### src/rtl/pipeline_ctrl_pkg.sv
// Shared types and default constants for the pipeline hazard/stall controller.
package pipeline_ctrl_pkg;

  typedef enum logic [1:0] {
    RUN      = 2'd0,
    MEM_WAIT = 2'd1,
    FAULT    = 2'd2
  } ctrl_state_e;

  localparam int unsigned MEM_TIMEOUT_DEF = 16;
  localparam int unsigned CNT_W_DEF       = 16;

  // Bit order of the packed load-enable vector: {pc, id, ex, mem, wb}.
  localparam logic [4:0] LD_ALL      = 5'b11111;
  localparam logic [4:0] LD_NONE     = 5'b00000;
  localparam logic [4:0] LD_LOAD_USE = 5'b00111;

endpackage

### src/rtl/load_use_detect.sv
// Combinational load-use hazard detection between the EX load and ID sources.
module load_use_detect
  import pipeline_ctrl_pkg::*;
(
  input  logic [4:0] id_rs1,
  input  logic [4:0] id_rs2,
  input  logic [4:0] ex_rd,
  input  logic       ex_mem_read,
  output logic       load_use
);

  logic rd_nonzero;
  logic src_match;

  always_comb begin
    rd_nonzero = (ex_rd != 5'd0);
    src_match  = (ex_rd == id_rs1) || (ex_rd == id_rs2);
    load_use   = ex_mem_read && rd_nonzero && src_match;
  end

endmodule

### src/rtl/pipeline_ctrl.sv
// Pipeline controller: memory-stall FSM with timeout fault, branch flush,
// load-use bubble insertion and a saturating stall-cycle counter.
module pipeline_ctrl
  import pipeline_ctrl_pkg::*;
#(
  parameter int unsigned MEM_TIMEOUT = MEM_TIMEOUT_DEF,
  parameter int unsigned CNT_W       = CNT_W_DEF
) (
  input  logic             clk,
  input  logic             reset,
  input  logic [4:0]       id_rs1,
  input  logic [4:0]       id_rs2,
  input  logic [4:0]       ex_rd,
  input  logic             ex_mem_read,
  input  logic             ex_branch_taken,
  input  logic             mem_req,
  input  logic             dmem_ack,
  output logic             pc_ld,
  output logic             id_ld,
  output logic             ex_ld,
  output logic             mem_ld,
  output logic             wb_ld,
  output logic             flush_id,
  output logic             flush_ex,
  output logic             dmem_req,
  output logic             fault,
  output logic [CNT_W-1:0] stall_cnt
);

  localparam int unsigned WAIT_W = (MEM_TIMEOUT > 1) ? $clog2(MEM_TIMEOUT) : 1;
  localparam logic [WAIT_W-1:0] WAIT_LAST = WAIT_W'(MEM_TIMEOUT - 1);

  ctrl_state_e       state, state_nxt;
  logic [WAIT_W-1:0] wait_cnt, wait_nxt;
  logic              load_use;

  logic [4:0] ld;
  logic       fl_id, fl_ex, dreq, flt;

  load_use_detect u_load_use_detect (
    .id_rs1      (id_rs1),
    .id_rs2      (id_rs2),
    .ex_rd       (ex_rd),
    .ex_mem_read (ex_mem_read),
    .load_use    (load_use)
  );

  always_ff @(posedge clk or posedge reset) begin
    if (reset) begin
      state    <= RUN;
      wait_cnt <= '0;
    end else begin
      state    <= state_nxt;
      wait_cnt <= wait_nxt;
    end
  end

  always_comb begin
    state_nxt = state;
    wait_nxt  = wait_cnt;
    ld        = LD_NONE;
    fl_id     = 1'b0;
    fl_ex     = 1'b0;
    dreq      = 1'b0;
    flt       = 1'b0;

    unique case (state)
      RUN: begin
        dreq = mem_req;
        // Memory stall outranks branch flush, which outranks load-use.
        if (mem_req && !dmem_ack) begin
          state_nxt = MEM_WAIT;
          wait_nxt  = '0;
        end else if (ex_branch_taken) begin
          ld    = LD_ALL;
          fl_id = 1'b1;
          fl_ex = 1'b1;
        end else if (load_use) begin
          ld    = LD_LOAD_USE;
          fl_ex = 1'b1;
        end else begin
          ld = LD_ALL;
        end
      end

      MEM_WAIT: begin
        dreq = 1'b1;
        if (dmem_ack) begin
          ld        = LD_ALL;
          fl_id     = ex_branch_taken;
          fl_ex     = ex_branch_taken;
          state_nxt = RUN;
          wait_nxt  = '0;
        end else begin
          wait_nxt = wait_cnt + WAIT_W'(1);
          if (wait_cnt == WAIT_LAST) begin
            state_nxt = FAULT;
          end
        end
      end

      FAULT: begin
        flt = 1'b1;
      end

      default: begin
        state_nxt = RUN;
        wait_nxt  = '0;
      end
    endcase

    // Reset clears state asynchronously, but the outputs must also read
    // zero for the whole time reset is held, not just RUN-derived values.
    if (reset) begin
      ld    = LD_NONE;
      fl_id = 1'b0;
      fl_ex = 1'b0;
      dreq  = 1'b0;
      flt   = 1'b0;
    end
  end

  always_comb begin
    pc_ld    = ld[4];
    id_ld    = ld[3];
    ex_ld    = ld[2];
    mem_ld   = ld[1];
    wb_ld    = ld[0];
    flush_id = fl_id;
    flush_ex = fl_ex;
    dmem_req = dreq;
    fault    = flt;
  end

  always_ff @(posedge clk or posedge reset) begin
    if (reset) begin
      stall_cnt <= '0;
    end else if (!pc_ld && (stall_cnt != '1)) begin
      stall_cnt <= stall_cnt + CNT_W'(1);
    end
  end

endmodule

### config.mk
export PLATFORM = sky130hd
export DESIGN_NAME = pipeline_ctrl
export DESIGN_NICKNAME = d
export VERILOG_FILES = /design/src/rtl/pipeline_ctrl_pkg.sv /design/src/rtl/load_use_detect.sv /design/src/rtl/pipeline_ctrl.sv
export SDC_FILE = /design/constraint.sdc
export NUM_CORES = 1
export LEC_CHECK = 0
export CAP_MARGIN = 40
export CORE_ASPECT_RATIO = 2
export CORE_MARGIN = 2
export CORE_UTILIZATION = 45
export DETAILED_ROUTE_END_ITERATION = 10
export PLACE_DENSITY = 0.8
export SLEW_MARGIN = 20
export SYNTH_ARGS = -nofsm -noshare
export SYNTH_HDL_FRONTEND = slang
export SYNTH_SLANG_ARGS = --single-unit
### constraint.sdc
create_clock -name clk -period 3.67 [get_ports clk]
set_input_delay 0.367 -clock clk [delete_from_list [all_inputs] [get_ports clk]]
set_output_delay 0.367 -clock clk [all_outputs]
set_load 0.03 [all_outputs]
== Yosys cells after proc, flatten, opt, wreduce, memory -nomap -nowiden ==
Cells that the tools add are included.

* Input bits: 21
* Logic and storage cells: 52
* Output and inout bits: 25
* Bits in registers: 22

* Add/subtract/negate cells: 2
* Reductions and logical operators: 11
* Bitwise logic cells: 1
* Mux-type cells: 27
* Equal/unequal tests: 8

{| class="wikitable"
|+ Operator list
! cell !! count
|-
| $mux 5 || 5
|-
| $add 16x1->16 const B || 1
|-
| $ne 16x16->1 const B || 1
|-
| $pmux 4 s3 || 1
|-
| $mux 1 || 11
|-
| $eq 5x5->1 || 2
|-
| $pmux 5 s2 || 1
|-
| $mux 4 || 2
|-
| $mux 2 || 3
|-
| $pmux 1 s2 || 3
|-
| $pmux 2 s3 || 1
|-
| $reduce_bool 5->1 || 1
|-
| $add 4x1->4 const B || 1
|-
| $eq 4x4->1 const B || 1
|-
| $logic_and 1x1->1 || 4
|-
| $ne 3x3->1 const B || 1
|-
| $reduce_and 3->1 || 1
|-
| $eq 2x1->1 const B || 1
|-
| $eq 2x2->1 const B || 1
|-
| $logic_not 1->1 || 2
|-
| $logic_not 2->1 || 1
|-
| $ne 2x2->1 const B || 1
|-
| $reduce_and 2->1 || 1
|-
| $logic_or 1x1->1 || 1
|-
| $not 1->1 || 1
|}

== Longest topological paths before layout ==
Gate-level depths: netlist of run 1.

* Depth after elaboration: 10
* Gate-level depth with buffers: 7
* Gate-level depth less buffers: 6

== By module ==
Synthesis of run 1 repeated with hierarchy kept, for this count alone.

* Cells, all modules: 129
* Area total of the unflattened synthesis: 1266.2 um^2

{| class="wikitable"
|+ Modules (own cells, without submodules)
! module !! area each (um^2) !! instances !! seq. area each (um^2) !! cells each
|-
| pipeline_ctrl || 1141.1 || 1 || 550.5 || 112
|-
| load_use_detect || 125.1 || 1 || 0.0 || 17
|}

== Least setup slack after synthesis of run 1 ==
OpenSTA, ideal clock, no wires.

* Kind: input -> output
* Start point: input port ex_rd[0]
* End point: output port pc_ld
* Slack: 1.570 ns
* Cell stages on the path: 5
* Required time: 3.303 ns
* Path buffers: 2
* Data arrival time: 1.733 ns
* Path through: or4_1 > o21ai_0 > o31a_1 > buf_6 > buf_4

* Cells in the longest elaborated chain, start to end: 8
* Elaborated cells on any way between the ends: 11
* Those cells by class: 2 x eq/ne; 5 x mux; 4 x reduce/logical

{| class="wikitable"
|+ RTL lines
! item !! RTL line !! source
|-
| start: declaration || pipeline_ctrl.sv:13 || <nowiki>input logic [4:0] ex_rd,</nowiki>
|-
| $eq 5x5->1 / $reduce_bool 5->1 (equally long branches) || load_use_detect.sv:17, load_use_detect.sv:16 ||
|-
| $logic_or 1x1->1 / $logic_and 1x1->1 (equally long branches) || load_use_detect.sv:17, load_use_detect.sv:18 ||
|-
| $logic_and 1x1->1 (*) || load_use_detect.sv:18 || <nowiki>load_use = ex_mem_read && rd_nonzero && src_match;</nowiki>
|-
| $mux 5 (*) || pipeline_ctrl.sv:78 || <nowiki>end else if (load_use) begin</nowiki>
|-
| $mux 5 (*) || pipeline_ctrl.sv:74 || <nowiki>end else if (ex_branch_taken) begin</nowiki>
|-
| $mux 5 (*) || pipeline_ctrl.sv:71 || <nowiki>if (mem_req && !dmem_ack) begin</nowiki>
|-
| $pmux 5 s2 (*) || pipeline_ctrl.sv:67 || <nowiki>unique case (state)</nowiki>
|-
| $mux 5 (*) || pipeline_ctrl.sv:114 || <nowiki>if (reset) begin</nowiki>
|-
| end: declaration || pipeline_ctrl.sv:18 || <nowiki>output logic pc_ld,</nowiki>
|}

Every way passes the cells marked *; elsewhere a longest branch is shown, timed or not.

== Worst setup path after layout of run 1 ==
* Start point: input port ex_rd[0]
* End point: output port id_ld

* Cells in the longest elaborated chain, start to end: 8
* Elaborated cells on any way between the ends: 11
* Those cells by class: 2 x eq/ne; 5 x mux; 4 x reduce/logical

{| class="wikitable"
|+ RTL lines
! item !! RTL line !! source
|-
| $eq 5x5->1 / $reduce_bool 5->1 (equally long branches) || load_use_detect.sv:17, load_use_detect.sv:16 ||
|-
| $logic_or 1x1->1 / $logic_and 1x1->1 (equally long branches) || load_use_detect.sv:17, load_use_detect.sv:18 ||
|-
| $logic_and 1x1->1 (*) || load_use_detect.sv:18 ||
|-
| $mux 5 (*) || pipeline_ctrl.sv:78 ||
|-
| $mux 5 (*) || pipeline_ctrl.sv:74 ||
|-
| $mux 5 (*) || pipeline_ctrl.sv:71 ||
|-
| $pmux 5 s2 (*) || pipeline_ctrl.sv:67 ||
|-
| $mux 5 (*) || pipeline_ctrl.sv:114 ||
|-
| end: declaration || pipeline_ctrl.sv:19 || <nowiki>output logic id_ld,</nowiki>
|}

Marked as above.

==> results of run 1 <==
-- per-layer routing --
metal  share of wire (%)  GRT usage [%]  up-vias
met1                  35          20.17      539
met2                  57          38.46       52
met5                   0              0        -
met3                 6.0          2.697        5
met4                 2.0          8.438        0
li1                    -              -      554
-- synth_stat cells (3+ instances only) --
library cell   n  area share, %
buf_4          3            1.7
dfrtp_1       22             42
nand2_1       11            3.1
nand3_1        7            2.7
nand4_1        6            2.9
nor2_1        11            3.1
nor3_1         9            3.4
nor4b_1        3            2.0
o21ai_0        4            1.5
xor2_1        25             17
-- flip-flops by register name (all words and copies together) (netlist names) --
signal     count
stall_cnt     16
wait_cnt       4
state          2
-- cells by family after synthesis --
kind of cell | share of synthesized area [%]
adder cells (fa/ha/maj) | 1.908
multiplexers | 1.717
flip-flops | 41.98
AO/OA/AOI/OAI | 6.681
buffers and inverters | 3.912
AND/OR/NAND/NOR | 26.43
XOR/XNOR | 17.37
-- worst max path at each step --
stage          endpoint
6_report          id_ld
3_3_place_gp      id_ld
4_1_cts           id_ld
3_5_place_dp      id_ld
5_1_grt           pc_ld
2_1_floorplan     pc_ld
-- area by class of cell --
type	instances	area, sq um	share of cell area, %
multi-input combinational	102	709.4	38.60
sequential	22	550.5	29.95
timing repair buffer	48	493.0	26.82
clock buffer	3	41.29	2.246
tap	29	36.28	1.974
inverter	2	7.507	0.4084
-- power by group through the flow --
| stage | sequential, mW | clock (mW) | combinational, mW |
|---|---|---|---|
| 2_1_floorplan | 0.499 | 0 | 0.105 |
| 3_3_place_gp | 0.386 | 0 | 0.391 |
| 3_5_place_dp | 0.392 | 0 | 0.400 |
| 4_1_cts | 0.388 | 0.151 | 0.401 |
| 5_1_grt | 0.403 | 0.160 | 0.421 |
| 6_report | 0.388 | 0.150 | 0.399 |
-- cell usage in the layout, fill, tap and decap left out, drive strengths merged, types with 2 or more instances in the layout --
cell	netlist	final
nand2	11	11
clkbuf	0	3
o21ai	4	4
nor4b	3	3
clkdlybuf4s50	0	45
inv	2	2
buf	6	3
mux2	2	2
nand2b	2	2
dfrtp	22	22
xor2	25	25
nand4	6	6
nor4	3	3
nor2	11	11
ha	2	2
nor3	11	11
nand3	7	7
-- through the flow --
stage                     utilization (%)  hold slack (ps)  instances  cell area (sq um)  power [mW]
after floorplan                         -            356.2        132               1311      0.6043
after global placement              63.87            492.9        202               1769      0.7763
after detailed placement            63.87            497.9        202               1769      0.7928
after CTS                           65.36            512.0        205               1810      0.9408
after global routing                66.35            427.7        206               1838      0.9831
final                               66.35            405.3        206               1838      0.9375
==> impl_results.md, run 1 <==
- Largest net degree at the start of global routing: 23
- CP Capture Type: output pin
- RD Place Congestion: 0.8068
- Flops & latches, synth: 22
- Tcrit/Tclk final: between 70% and 80%
- Port bufs: 45
- Worst Path Buf+Inv: 2
- Element type at the critical path start: input port
- Slew HR: 68.91%
- DIE AREA: roughly 3400 sq um
- Critical path's most frequent cell: clkdlybuf4s50_1
- Clock transition at path regs: 70 ps
- Final WL: 3068 um
- CP Max Fanout: 3
- Largest stage delay, worst path: around 690 ps
- Layout cells sized above 1: between 6 and 7%
- Max Clock Skew: roughly 6.8 ps
- Post-Syn Area: about 1300 sq um
- Clock Power Share: roughly 16%
- Maxcap violations: 0
- FF-to-FF setup slack: between 1500 and 2000 ps
- Syn_area_per_cell: just under 10 sq um
- Core area: roughly 2800 sq um
- Clk buf depth: 2
- R2r startpoint: stall_cnt[0]
- Vias per cell: about 5.6
- Global-route wire length before repair: ~5200 um
- DR pass1 iterations: 4
- Slew @ Worst Pin: ~470 ps
- R2r endpoint: stall_cnt[1]
- Top FF cell, synth: dfrtp_1
- Via count: about 1200
- Drt drc: 0
- TritonCTS Sinks: 22
- Layout Nets: about 200
- RSZ-0062 raised after global routing: no
- Initial antenna violation count: 0
- Lkg Pwr: between 0.7 and 0.8 nW
- Initial core utilization: a little under half
- NetSw: between 300 and 400 uW
- Run status: finished clean
- TritonCTS buffer count: 3
- Final ANT Viol Nets: 0
- Vias in the first global route: roughly 1200
- Max Clock Freq: approximately 340 MHz
- Internal: around 560 uW
- Overflow after GRT: 0
- Deepest level of the CTS H-tree: 1
- I/O pin cnt: 46
- CP top delay family: buffers and inverters
- Die width: around 42 um
- Setup crit start: ex_rd[0]
- Worst VDD drop: 0.3058 mV
- Pre-CTS setup slack: between 700 and 800 ps
- Sequential fraction of design power: approximately two fifths
- Core Rows: 27
- Combinational power share: 42.6%
- Async S/R FF share, synth: 100.0%
- Cells after synthesis: approximately 130
- Crit path DAT: 2540 ps
- Synth-to-Final Area Change: 40.17%
- DP Wirelength: around 2500 um
- Post-CTS setup buffer count: 0
- Kind of critical path: in2out
- Synthesized net count: ~160
- Sequential-to-total area share from yosys stat: roughly two fifths
- CP max-delay cell: clkdlybuf4s50_1
- Worst path cell trace: clkdlybuf4s50_1 > or4_1 > o21ai_0 > o31a_1 > clkdlybuf4s50_1
- Number of fill cells: around 240
- Critical Path RT: between 3000 and 4000 ps
- Avg WL per Cell: 14.89 um
- Final period demand of the worst path: ~2900 ps
- Post-synth EDFFs: 0
- Detailed Route Iter0 Violations: 24
- Worst-skew pair later-pin latency: around 260 ps
- # diodes: 0
- HP Class: in2async
- Endpoints failing hold: 0
- Switch share: roughly two fifths
- Synth warn: 0
- Pwr Density: a little over 500 nW/um^2
- Post_cts resized: 0
- Setup ws final: ~760 ps
- Max-slew violation count: 0
- Root buf cell: clkbuf_8
- Die H: around 80 um
- Fin Setup TNS: 0 ps
- Reg2Reg Depth: 6
- CTS Hold Buffers Added: 0
- TritonCTS clock tree: built
- Worst path depth: 5
- Final setup fails: 0
- Total GRT Usage: roughly a fifth
- Post-synth cell types: 34
No activity file was read; power rests on OpenSTA's default activity.
==> run 2, diff against run 1 <==
clock period = 2.8 ns   (was 3.67 ns; I/O delays follow)
==> run 2 against run 1 <==
Against the previous run: global-route usage shrank 0.34 points; first-iteration DRC count fell by 8.3%; routed wire length is 0.42% lower; sequential share of layout area is 0.061 points lower; clock skew down 2.4 ps; final cell count grew 0.97%; sequential power up 30%; clock power grew 50%; core utilization rose by 0.14 points; hold slack lost 130 ps; power up 34%; critical endpoint is now flush_ex; largest cell class unchanged.
==> impl_results.md, run 2 (synthesis results as in run 1) <==
- Run status: finished clean
- Element type at the critical path start: input port
- Clk buf depth: 2 (unchanged)
- Endpoints failing hold: 0 (unchanged)
- Layout Nets: 203 (+0.50%)
- TritonCTS Sinks: 22 (unchanged)
- Via count: 1173 (+2.0%)
- Layout cells sized above 1: 8.939% (+2.2 points)
- Post-CTS setup buffer count: 0 (unchanged)
- DIE AREA: 3388 sq um (unchanged)
- Clock transition at path regs: 70 ps (about the same)
- Critical Path RT: 2520 ps (-780 ps)
- Slew HR: 68.25% (-0.67 points)
- Synth-to-Final Area Change: 40.46%
- Die width: 42.17 um (unchanged)
- CP Max Fanout: 3 (unchanged)
- Final setup fails: 0 (unchanged)
- Max-slew violation count: 0 (unchanged)
- Final ANT Viol Nets: 0 (unchanged)
- NetSw: 498.8 uW (+31%)
- Root buf cell: clkbuf_8
- Setup ws final: 170.0 ps (-590.0 ps)
- Core area: 2770 sq um (unchanged)
- Crit path DAT: 2350 ps (-190 ps)
- Max Clock Skew: 4.340 ps (-2.438 ps)
- Final period demand of the worst path: approximately 2600 ps
- R2r endpoint: stall_cnt[1]
- Most frequent cells in the layout: 43 x clkdlybuf4s50_1, 25 x xor2_1, 22 x dfrtp_1, 11 x nor2_1, 11 x nand2_1
- HP Class: in2async
- Largest register by flop count: stall_cnt
- Port bufs: 45 (unchanged)
- Combinational power share: 41.9% (-0.7 points)
- Clock Power Share: 17.9% (+1.9 points)
- FF-to-FF setup slack: 730 ps (-840 ps)
- Pwr Density: 682.4 nW/um^2 (+34%)
- Avg WL per Cell: 14.69 um (-1.4%)
- Lkg Pwr: 0.7582 nW (+1.4%)
- Pre-CTS setup slack: 181.8 ps (-578.9 ps)
- Vias per cell: 5.639 (+1.0%)
- DP Wirelength: 2444 um (-1.5%)
- CTS Hold Buffers Added: 0 (unchanged)
- I/O pin cnt: 46 (unchanged)
- Kind of critical path: in2out
- Switch share: 39.68% (-1.0 points)
- Deepest level of the CTS H-tree: 1 (unchanged)
- Largest register FFs: 16 (unchanged)
- Global-route wire length before repair: 5023 um (-2.7%)
- Slew @ Worst Pin: 469.7 ps (+4.678 ps)
- TritonCTS buffer count: 3 (unchanged)
- # diodes: 0 (unchanged)
- TritonCTS clock tree: built
- Cell area after layout: 1842 sq um (+0.20%)
- Total GRT Usage: 19.48% (-0.34 points)
- Die H: 80.34 um (unchanged)
- Internal: 758.1 uW (+36%)
- Max Clock Freq: approximately 380 MHz
- Sequential fraction of design power: 40.2% (-1.2 points)
- Core Rows: 27 (unchanged)
- Reg2Reg Depth: 7 (+1)
- Final Total Pwr: 1.257 mW (+34%)
- Post_cts resized: 0 (unchanged)
- DR pass1 iterations: 4 (unchanged)
- Vias in the first global route: 1149 (-0.52%)
- Detailed Route Iter0 Violations: 22 (-8.3%)
- Worst hold slack: 276.0 ps (-129.3 ps)
- Tcrit/Tclk final: between 90% and 100%
- Drt drc: 0 (unchanged)
- RSZ-0062 raised after global routing: no
- CP Capture Type: output pin
- Placed cell area: 1772 sq um (+0.14%)
- RD Place Congestion: 0.8475 (+5.0%)
- Largest net degree at the start of global routing: 23 (unchanged)
- Fin Setup TNS: 0 ps (unchanged)
- R2r startpoint: stall_cnt[4]
- Final WL: 3055 um (-0.42%)
- Worst VDD drop: 0.4575 mV (+50%)
- Overflow after GRT: 0 (unchanged)
- Most common cell after layout, fill and taps aside: clkdlybuf4s50_1
- Initial antenna violation count: 0 (unchanged)
- Top flop regs: stall_cnt x16, wait_cnt x4, state x2
- Initial core utilization: 47.34% (unchanged)
- Maxcap violations: 0 (unchanged)
- Worst-skew pair later-pin latency: 260 ps (about the same)
-- run 2: cell count changes in the layout (fill, tap and decap cells not counted) --
cell             delta
buf_4               +3
buf_16              -1
clkbuf_8            +1
buf_8               +1
clkdlybuf4s50_1     -2
-- run 2: layer usage --
layer	up-vias	track usage (%)	part of all wire (%)	wire [um]
met3	10	2.247	6.2	190
met4	0	10.94	3.1	95
met1	553	18.97	34	1027
li1	558	-	-	-
met2	52	37.69	57	1740
met5	-	0	0	0
-- run 2: through the flow --
step / instances / util (%)
after floorplan: 132 / -
after global routing: 208 / 66.49
after CTS: 207 / 65.94
after detailed placement: 203 / 63.96
after global placement: 203 / 63.96
final: 208 / 66.49
-- run 2: area by class of cell --
type	count	area, sq um
Tap cell	29	36.28
Timing Repair Buffer	49	483.0
Fill cell	234	928.4
Sequential cell	22	550.5
Clock buffer	4	55.05
Multi-Input combinational cell	102	709.4
Inverter	2	7.507
-- run 2: worst max-delay path by stage --
stage,start,end,slack [ps],cells after the start
2_1_floorplan,stall_cnt[4],stall_cnt[10],800,7
3_3_place_gp,ex_rd[1],flush_ex,200,8
3_5_place_dp,ex_rd[1],flush_ex,180,8
4_1_cts,ex_rd[1],flush_ex,160,8
5_1_grt,ex_rd[1],flush_ex,90,8
6_report,ex_rd[1],flush_ex,170,8
-- run 2: power by group through the flow --
| stage | sequential [mW] | clock, mW | combinational (mW) |
|---|---|---|---|
| floorplan | 0.654 | 0 | 0.138 |
| global placement | 0.507 | 0 | 0.515 |
| detailed placement | 0.513 | 0 | 0.528 |
| CTS | 0.507 | 0.231 | 0.530 |
| global route | 0.526 | 0.237 | 0.552 |
| finish | 0.505 | 0.225 | 0.527 |
-- run 2: critical path: stages --
cell and delay [ps]:
clkdlybuf4s50_1 470, xor2_1 200, nor3_2 190, a22oi_1 130, nor2_1 120, nor2_1 40, a211oi_1 210, clkdlybuf4s50_1 710
